===== src/rtl/lcd_pll_seq.sv =====
// -----------------------------------------------------------------------------
// lcd_pll_seq
//
// Power-up and restart sequencer for the LCD PLL. Runs only on the 24 MHz
// reference clock, so it keeps working while the PLL is unlocked.
//
// Sequence: hold pll_reset high for RST_CYCLES, wait SETTLE_CYCLES for the
// PLL to settle, release the three domain resets one at a time, STAGGER_CYCLES
// apart, then raise ready. A single-cycle restart_req sends the sequencer back
// to the start from any state except the initial reset hold.
//
// Build option: define PLL_LOCK_CHK_EN to enable lock supervision. The lock
// indication is then synchronised and checked at the end of SETTLE, with a
// bounded number of retries before FAULT. It is also watched through a
// LOCK_FILT-cycle filter while the domains are being released or running.
// With the macro undefined, pll_lock is ignored and fault/retry_cnt read 0.
//
// Ports:
//   refclk      in   PLL reference clock, only clock of this block
//   reset_n     in   asynchronous active-low reset
//   restart_req in   single-cycle restart request (refclk domain)
//   pll_lock    in   PLL lock, asynchronous (lock-check build only)
//   pll_reset   out  active-high reset to the PLL
//   dom_rst_n   out  [2:0] active-low resets for clk0/clk1/clk2 domains
//   ready       out  all domains released
//   fault       out  lock failed MAX_RETRY times
//   retry_cnt   out  [3:0] failed lock attempts since last RUN entry (sat. 15)
// -----------------------------------------------------------------------------
module lcd_pll_seq #(
  parameter int RST_CYCLES     = 16,
  parameter int SETTLE_CYCLES  = 4800,
  parameter int STAGGER_CYCLES = 8,
  parameter int MAX_RETRY      = 3,
  parameter int LOCK_FILT      = 4
) (
  input  logic       refclk,
  input  logic       reset_n,
  input  logic       restart_req,
  input  logic       pll_lock,
  output logic       pll_reset,
  output logic [2:0] dom_rst_n,
  output logic       ready,
  output logic       fault,
  output logic [3:0] retry_cnt
);

  // One timer serves every timed state; size it for the longest interval.
  localparam int TIMER_MAX_A = (RST_CYCLES > SETTLE_CYCLES) ? RST_CYCLES : SETTLE_CYCLES;
  localparam int TIMER_MAX   = (TIMER_MAX_A > STAGGER_CYCLES) ? TIMER_MAX_A : STAGGER_CYCLES;
  localparam int TIMER_W     = $clog2(TIMER_MAX + 1);

  localparam logic [TIMER_W-1:0] TIMER_ONE   = TIMER_W'(1);
  localparam logic [TIMER_W-1:0] RST_LAST    = TIMER_W'(RST_CYCLES - 1);
  localparam logic [TIMER_W-1:0] SETTLE_LAST = TIMER_W'(SETTLE_CYCLES - 1);
  localparam logic [TIMER_W-1:0] STAG_LAST   = TIMER_W'(STAGGER_CYCLES - 1);

  typedef enum logic [2:0] {
    ST_RST     = 3'd0,
    ST_SETTLE  = 3'd1,
    ST_RELEASE = 3'd2,
    ST_RUN     = 3'd3,
    ST_FAULT   = 3'd4
  } state_t;

  state_t             state_r;
  logic [TIMER_W-1:0] timer_r;
  logic               pll_reset_r;
  logic [2:0]         dom_rst_n_r;
  logic               ready_r;
  logic               lock_lost_s;

`ifdef PLL_LOCK_CHK_EN
  localparam int               FILT_W      = (LOCK_FILT > 1) ? $clog2(LOCK_FILT) : 1;
  localparam logic [FILT_W-1:0] FILT_LAST  = FILT_W'(LOCK_FILT - 1);
  localparam logic [3:0]       MAX_RETRY_V = 4'(MAX_RETRY);

  logic              lock_meta_r;
  logic              lock_s_r;
  logic [FILT_W-1:0] lo_cnt_r;
  logic              fault_r;
  logic [3:0]        retry_cnt_r;
  logic [3:0]        retry_inc_s;
  logic              supervised_s;

  // Two-flop synchroniser for the asynchronous lock indication
  always_ff @(posedge refclk or negedge reset_n) begin
    if (!reset_n) begin
      lock_meta_r <= 1'b0;
      lock_s_r    <= 1'b0;
    end else begin
      lock_meta_r <= pll_lock;
      lock_s_r    <= lock_meta_r;
    end
  end

  // Saturating next value of the failed-attempt counter
  always_comb begin
    retry_inc_s = retry_cnt_r;
    if (retry_cnt_r == 4'd15) begin
      retry_inc_s = 4'd15;
    end else begin
      retry_inc_s = retry_cnt_r + 4'd1;
    end
  end

  // Lock loss: the LOCK_FILT-th consecutive unlocked edge while supervised
  always_comb begin
    supervised_s = 1'b0;
    lock_lost_s  = 1'b0;
    if ((state_r == ST_RELEASE) || (state_r == ST_RUN)) begin
      supervised_s = 1'b1;
    end else begin
      supervised_s = 1'b0;
    end
    if (supervised_s && !lock_s_r && (lo_cnt_r == FILT_LAST)) begin
      lock_lost_s = 1'b1;
    end else begin
      lock_lost_s = 1'b0;
    end
  end

  // Consecutive-unlocked counter; any locked sample or unsupervised state clears it
  always_ff @(posedge refclk or negedge reset_n) begin
    if (!reset_n) begin
      lo_cnt_r <= '0;
    end else if (supervised_s && !lock_s_r && !lock_lost_s) begin
      lo_cnt_r <= lo_cnt_r + FILT_W'(1);
    end else begin
      lo_cnt_r <= '0;
    end
  end

  assign fault     = fault_r;
  assign retry_cnt = retry_cnt_r;
`else
  // Lock input and lock-check parameters have no function in this build.
  logic unused_lock_s;
  assign unused_lock_s = pll_lock | (MAX_RETRY == 0) | (LOCK_FILT == 0);
  assign lock_lost_s   = 1'b0;
  assign fault         = 1'b0;
  assign retry_cnt     = 4'd0;
`endif

  // Sequencer: state, shared timer and all registered outputs
  always_ff @(posedge refclk or negedge reset_n) begin
    if (!reset_n) begin
      state_r     <= ST_RST;
      timer_r     <= '0;
      pll_reset_r <= 1'b1;
      dom_rst_n_r <= 3'b000;
      ready_r     <= 1'b0;
`ifdef PLL_LOCK_CHK_EN
      fault_r     <= 1'b0;
      retry_cnt_r <= 4'd0;
`endif
    end else begin
      case (state_r)
        // PLL held in reset; restart_req is ignored so the hold is never stretched
        ST_RST: begin
          if (timer_r == RST_LAST) begin
            state_r     <= ST_SETTLE;
            timer_r     <= '0;
            pll_reset_r <= 1'b0;
          end else begin
            timer_r     <= timer_r + TIMER_ONE;
          end
        end

        ST_SETTLE: begin
          if (restart_req) begin
            state_r     <= ST_RST;
            timer_r     <= '0;
            pll_reset_r <= 1'b1;
            dom_rst_n_r <= 3'b000;
            ready_r     <= 1'b0;
          end else if (timer_r == SETTLE_LAST) begin
            timer_r <= '0;
`ifdef PLL_LOCK_CHK_EN
            if (lock_s_r) begin
              state_r     <= ST_RELEASE;
              dom_rst_n_r <= 3'b001;
            end else if (retry_inc_s == MAX_RETRY_V) begin
              // Out of attempts: park with the PLL held in reset
              state_r     <= ST_FAULT;
              fault_r     <= 1'b1;
              pll_reset_r <= 1'b1;
              retry_cnt_r <= retry_inc_s;
            end else begin
              state_r     <= ST_RST;
              pll_reset_r <= 1'b1;
              retry_cnt_r <= retry_inc_s;
            end
`else
            state_r     <= ST_RELEASE;
            dom_rst_n_r <= 3'b001;
`endif
          end else begin
            timer_r <= timer_r + TIMER_ONE;
          end
        end

        // Staggered release; the dom_rst_n bits themselves track progress
        ST_RELEASE: begin
          if (restart_req || lock_lost_s) begin
            state_r     <= ST_RST;
            timer_r     <= '0;
            pll_reset_r <= 1'b1;
            dom_rst_n_r <= 3'b000;
            ready_r     <= 1'b0;
          end else if (!dom_rst_n_r[1]) begin
            if (timer_r == STAG_LAST) begin
              dom_rst_n_r <= 3'b011;
              timer_r     <= '0;
            end else begin
              timer_r     <= timer_r + TIMER_ONE;
            end
          end else if (!dom_rst_n_r[2]) begin
            if (timer_r == STAG_LAST) begin
              dom_rst_n_r <= 3'b111;
              timer_r     <= '0;
            end else begin
              timer_r     <= timer_r + TIMER_ONE;
            end
          end else begin
            state_r <= ST_RUN;
            timer_r <= '0;
            ready_r <= 1'b1;
`ifdef PLL_LOCK_CHK_EN
            retry_cnt_r <= 4'd0;
`endif
          end
        end

        ST_RUN: begin
          if (restart_req || lock_lost_s) begin
            state_r     <= ST_RST;
            timer_r     <= '0;
            pll_reset_r <= 1'b1;
            dom_rst_n_r <= 3'b000;
            ready_r     <= 1'b0;
          end else begin
            state_r <= ST_RUN;
          end
        end

        // Only restart_req (or reset_n) leaves FAULT
        ST_FAULT: begin
          if (restart_req) begin
            state_r     <= ST_RST;
            timer_r     <= '0;
            pll_reset_r <= 1'b1;
            dom_rst_n_r <= 3'b000;
            ready_r     <= 1'b0;
`ifdef PLL_LOCK_CHK_EN
            fault_r     <= 1'b0;
            retry_cnt_r <= 4'd0;
`endif
          end else begin
            state_r <= ST_FAULT;
          end
        end

        default: begin
          state_r     <= ST_RST;
          timer_r     <= '0;
          pll_reset_r <= 1'b1;
          dom_rst_n_r <= 3'b000;
          ready_r     <= 1'b0;
        end
      endcase
    end
  end

  assign pll_reset = pll_reset_r;
  assign dom_rst_n = dom_rst_n_r;
  assign ready     = ready_r;

endmodule


===== config.mk =====
export PLATFORM = sky130hd
export DESIGN_NAME = lcd_pll_seq
export DESIGN_NICKNAME = d
export VERILOG_FILES = /design/src/rtl/lcd_pll_seq.sv
export SDC_FILE = /design/constraint.sdc
export NUM_CORES = 1
export LEC_CHECK = 0
export CORE_ASPECT_RATIO = 1.5
export CORE_UTILIZATION = 43
export CTS_BUF_LIST = sky130_fd_sc_hd__clkbuf_4
export DETAILED_ROUTE_END_ITERATION = 12
export GPL_ROUTABILITY_DRIVEN = 1
export GPL_TIMING_DRIVEN = 0
export SYNTH_ARGS = -nofsm -noshare
export SYNTH_HDL_FRONTEND = slang
export SYNTH_SLANG_ARGS = --single-unit
export TNS_END_PERCENT = 50

===== constraint.sdc =====
create_clock -name refclk -period 2.6 [get_ports refclk]
set_input_delay 0.39 -clock refclk [delete_from_list [all_inputs] [get_ports refclk]]
set_output_delay 0.39 -clock refclk [all_outputs]
set_load 0.05 [all_outputs]

# Word-level counts from Yosys, hierarchy flattened
# Index checks and enable logic that the tools add are counted.
# totals
regBits,21
inputBits,4
wordCells,71
# classes
n_addsub,1
n_eq_ne,17
n_mux,35
n_bitwise,1
n_reduce_logical,10
# ops
operator,count
$mux W13,8
$pmux W13 S4,1
$mux W3,15
$pmux W3 S5,1
$add A13 B1 Y13 const B,1
$eq A13 B13 Y1 const B,1
$eq A13 B3 Y1 const B,1
$eq A13 B4 Y1 const B,1
$ne A4 B4 Y1 const B,3
$pmux W3 S4,1
$reduce_and A4 Y1,3
$ne A3 B3 Y1 const B,3
$eq A3 B2 Y1 const B,2
$mux W1,6
$ne A2 B1 Y1 const B,3
$reduce_and A6 Y1,1
$reduce_or A4 Y1,1
$eq A3 B1 Y1 const B,1
$eq A3 B3 Y1 const B,1
$logic_not A3 Y1,1
$pmux W1 S3,1
$reduce_and A3 Y1,1
$reduce_or A3 Y1,1
$mux W2,1
other kinds (5),5

# Depth between registers and ports, before layout
# Gate-level depths: netlist (run 1).
# depth
ltp_word,6
depth_mapped,7
depth_no_buf,6

# Worst setup path after synthesis (run 1)
# OpenSTA, ideal clock, no wires.
# synth_path
kind,flip-flop to flip-flop
startpoint,register timer_r[4]
endpoint,"register dom_rst_n_r[2], in the netlist dom_rst_n[2]"
setup_time_ns,0.122
arrival_time_ns,1.839
required_ns,2.478
slack_ns,0.639
path_stages_with_launch,5
n_path_buf,0
path_cell_list,dfrtp_1 -> or4_4 -> or4_4 -> a21o_1 -> a32o_1
# synth_between
elab_chain_cells,6
elab_cells_between_ends,10
# synth_lines
item,line_no,rtl
from (decl),66,logic [TIMER_W-1:0] timer_r;
from (signal assigned),165,timer_r <= timer_r + TIMER_ONE;
from (signal assigned),198,timer_r <= timer_r + TIMER_ONE;
from (signal assigned),215,timer_r <= timer_r + TIMER_ONE;
$eq A13 B3 Y1,"211, 218",
$mux W3,218,if (timer_r == STAG_LAST) begin
$mux W3,217,end else if (!dom_rst_n_r[2]) begin
$mux W3,210,end else if (!dom_rst_n_r[1]) begin
$mux W3,204,if (restart_req || lock_lost_s) begin
$pmux W3 S4,157,case (state_r)
to (signal assigned),208,dom_rst_n_r <= 3'b000;
to (signal assigned),212,dom_rst_n_r <= 3'b011;
to (signal assigned),219,dom_rst_n_r <= 3'b111;
to (decl),68,logic [2:0] dom_rst_n_r;
# Several ways; a longest one is shown, not always the timed one. The select of a mux whose other input is x is not followed.
# A chain may end at the register's enable or synchronous reset.

# Worst setup path after layout (run 1)
# layout_path
startpoint,register state_r[1]
endpoint,register timer_r[2]
# layout_between
elab_chain_cells,3
elab_cells_between_ends,8
# layout_lines
item,line_no,rtl
from (decl),65,state_t state_r;
from (signal assigned),147,state_r <= ST_RST;
from (signal assigned),161,state_r <= ST_SETTLE;
from (signal assigned),171,state_r <= ST_RST;
$eq A3 B3 Y1 / $eq A3 B2 Y1 (equally long branches),157,
$reduce_or A2 Y1 (no line),-,
$pmux W13 S4 / $ne A2 B1 Y1 (equally long branches),-,
# Several ways; a longest one is shown, not always the timed one.

==> results of run 1 <==
==> metal layers <==
metal / vias up / wire, µm / part of all wire / global-route usage
li1: 546 / - / - / -
met1: 543 / 1200 / 0.41 / 0.236
met2: 29 / 1610 / 0.54 / 0.358
met3: 8 / 82 / 0.028 / 0.0388
met4: 0 / 73 / 0.025 / 0.0857
met5: - / 0 / 0 / 0
==> per-stage QoR <==
step	utilization	cells	setup WS, ns	power [mW]
6_report	0.507	200	0.369	1.16
5_1_grt	0.507	200	0.225	1.25
4_1_cts	0.507	200	0.364	1.17
3_5_place_dp	0.498	196	0.380	1.01
3_3_place_gp	0.498	196	0.396	0.989
2_1_floorplan	-	151	0.639	0.858
==> placed cells by master, fill, tap and decap left out, types with 3 or more instances in the layout <==
cell,instances
nand4_1,3
clkdlybuf4s50_1,6
clkbuf_1,3
o21ai_1,4
nor2_1,12
nor3_1,6
nand2_1,15
a21oi_1,5
nand2b_1,3
dfrtp_1,20
nand3b_1,3
mux2i_1,3
buf_4,5
conb_1,5
buf_2,3
inv_1,3
nand3_1,4
xnor2_1,3
clkbuf_4,3
o21ai_0,18
==> worst max-delay path by stage <==
stage	startpoint	endpoint	slack, ns	cells past startpoint
floorplan	timer_r[4]$_DFFE_PN0N_	dom_rst_n[2]$_DFFE_PN0P_	0.64	4
global placement	restart_req	timer_r[8]$_DFFE_PN0N_	0.40	6
detailed placement	timer_r[4]$_DFFE_PN0N_	timer_r[12]$_DFFE_PN0N_	0.38	5
CTS	timer_r[5]$_DFFE_PN0N_	timer_r[12]$_DFFE_PN0N_	0.36	5
global route	timer_r[0]$_DFFE_PN0N_	timer_r[2]$_DFFE_PN0N_	0.23	7
finish	state_r[1]$_DFFE_PN0P_	timer_r[2]$_DFFE_PN0N_	0.37	6
==> cell usage after synthesis (4+ instances only) <==
master / count
buf_4: 5
o21ai_1: 4
o21ai_0: 18
dfrtp_1: 20
nand2_1: 15
nor3_1: 6
nor2_1: 12
nand3_1: 4
a21oi_1: 5
==> state kept, by name (all words and copies together), names as in the netlist <==
name       cells
dom_rst_n      3
timer_r       13
state_r        3
pll_reset      1
ready          1
==> logic make-up after synthesis <==
logic type,share of synthesized area
compound gates,0.173
flops,0.397
mux,0.0226
other cells,0.00283
simple gates,0.306
xor+xnor,0.0330
fa+ha+maj,0.00943
buf+inv,0.0566
==> power groups by stage <==
| stage | registers, mW | logic, mW | clock network, mW |
|---|---|---|---|
| floorplan | 0.492 | 0.366 | 0 |
| global placement | 0.440 | 0.549 | 0 |
| finish | 0.438 | 0.562 | 0.165 |
| global route | 0.446 | 0.619 | 0.187 |
| detailed placement | 0.442 | 0.565 | 0 |
| CTS | 0.436 | 0.566 | 0.170 |
==> cell type report <==
cell class | instances | area [µm²]
Inverter | 3 | 11.3
Clock buffer | 3 | 22.5
Fill cell | 299 | 1440
Tap cell | 39 | 48.8
Buffer | 11 | 63.8
Multi-Input combinational cell | 116 | 739
Timing Repair Buffer | 6 | 60.1
Sequential cell | 21 | 527
Clock inverter | 1 | 5.00
==> tightest hold or removal path: cells and delay by family (launching register included) <==
family           cells  cell delay, ns
AND/OR/NAND/NOR      1            0.09
AO/OA/AOI/OAI        1            0.05
flip-flops           1            0.39
==> key figures, run 1 <==
Timing
  • Final setup viols: 0
  • Final min period: 2.23 ns
  • Worst slew margin: 0.369
  • Unrepaired setup endpoints after global routing: false
  • Final TNS setup: 0 ns
  • Slew Viols, Final: 0
  • Worst-margin pin slew: 0.943 ns
  • Clock skew: 0.0145 ns
  • Max Clk Rate: 0.448 GHz
  • Final hold violations: 0
  • Hold Slack: 0.516 ns
  • Fin crit share: 0.858

Run
  • Max-cap violations: 0

Worst setup path
  • Critical Path AT: 2.46 ns
  • Buffers & Inverters on Critical Path: 2
  • Reg2Reg Capture Point: timer_r[2]$_DFFE_PN0N_
  • Worst-path fanout max: 10
  • Max incr delay on CP: 0.52 ns
  • Delay-heaviest family, CP: compound AO/OA/AOI/OAI gates
  • Reg2Reg Depth: 6
  • Cells along the critical path: buf_2 -> or3b_2 -> a21oi_1 -> buf_2 -> o21ai_0 -> o22ai_1
  • Setup CP Type: reg2reg
  • Reg2reg setup slack: 0.37 ns
  • CP max-delay cell: a21oi_1
  • Worst Path Required: 2.83 ns
  • Worst path most repeated cell: buf_2
  • CP Launch Type: register
  • CP Capture Type: register
  • RR Startpoint: state_r[1]$_DFFE_PN0P_

Power
  • Clock power share: 0.142
  • Internal power: 645 µW
  • NetSw: 519 µW
  • Leakage: 0.597 nW
  • Flop pwr share: 0.376
  • Cell area power density: 788 mW/mm²
  • Peak supply drop: 0.000319 V
  • Logic gate share of total power: 0.482
  • Sw Share: 0.446

Clock tree
  • Htree depth: 1
  • CTS-repair resized insts: 0
  • CTS Hold Buffers Added: 0
  • Total CTS buffers: 3
  • CTS root buf: clkbuf_4
  • Maximum clock insertion buffer count: 2
  • Clk Latency, worst-skew pair: 0.32 ns
  • Setup bufs post-CTS: 0
  • CTS tree: built
  • Clk sinks: 21
  • Clock-pin slew on the worst setup and hold paths: 0.13 ns

Die
  • Die W: 47.3 µm
  • IO Count: 14
  • Core footprint: 0.00291 mm²
  • Initial Util: 0.455
  • Chip height: 70.0 µm
  • Die Area: 0.00332 mm²
  • Row cnt: 24

Hold path
  • Worst Hold Path EP: pll_reset$_DFFE_PN1P_
  • Worst hold path class: reg2reg
  • Hold path start: pll_reset$_DFFE_PN1P_
  • Hold Path Depth: 2

Synth
  • Synthesized flop and latch total: 21
  • Seq/Total Area, Yosys: 0.397
  • Synthesized netlist cell count: 147
  • Syn avg cell area: 9.02 µm²
  • Netlist cell types: 43
  • Number of flops mapped to enable cells by yosys: 0
  • Post-synth top area cell: dfrtp_1
  • Dominant synthesized flop cell: dfrtp_1
  • Synth area leaders: dfrtp_1, o21ai_0, nand2_1, nor2_1, nor4_4
  • Synthesized cell area: 0.00133 mm²
  • Asr flop ratio synth: 1.00
  • Synth warnings: 0
  • Yosys top cell area share: 0.377

Drt
  • Drt wl/cell: 14.8 µm
  • Total wire length: 2970 µm
  • Final ANT Viol Nets: 0
  • Drt drc: 0
  • DRT iter0 DRCs: 32
  • Via count of the routed design: 1,126
  • Drt first pass iters: 4
  • Number of vias per cell: 5.63

Layout
  • Antenna diodes: 0
  • # nets final: 167
  • Layout cells sized above 1: 0.174
  • Layout area overhead: 11.4%
  • Design Area, Final: 0.00148 mm²

GRT
  • Initial antenna violation count: 0
  • Vias in the first global route: 1,150
  • Grt total ovfl: 0
  • Largest net degree at the start of global routing: 22
  • Total track usage: 0.208
  • First-pass GRT wire length: 5040 µm

Status
  • Status: finished clean

Placed design
  • Port-buffer cells: 6
  • Area after DPL: 0.00145 mm²
  • Routability cong.: 0.775
  • DP HPWL: 2210 µm
(Power assumes the default switching activity.)
==> run 2: changes to the inputs <==
--- a/config.mk
+++ b/config.mk
@@ -11,6 +11,7 @@
 export DETAILED_ROUTE_END_ITERATION = 12
 export GPL_ROUTABILITY_DRIVEN = 1
 export GPL_TIMING_DRIVEN = 0
+export SKIP_LAST_GASP = 1
 export SYNTH_ARGS = -nofsm -noshare
 export SYNTH_HDL_FRONTEND = slang
 export SYNTH_SLANG_ARGS = --single-unit
==> results of run 2 <==
No change in the layout: final DEF, timing and power equal those of run 1.
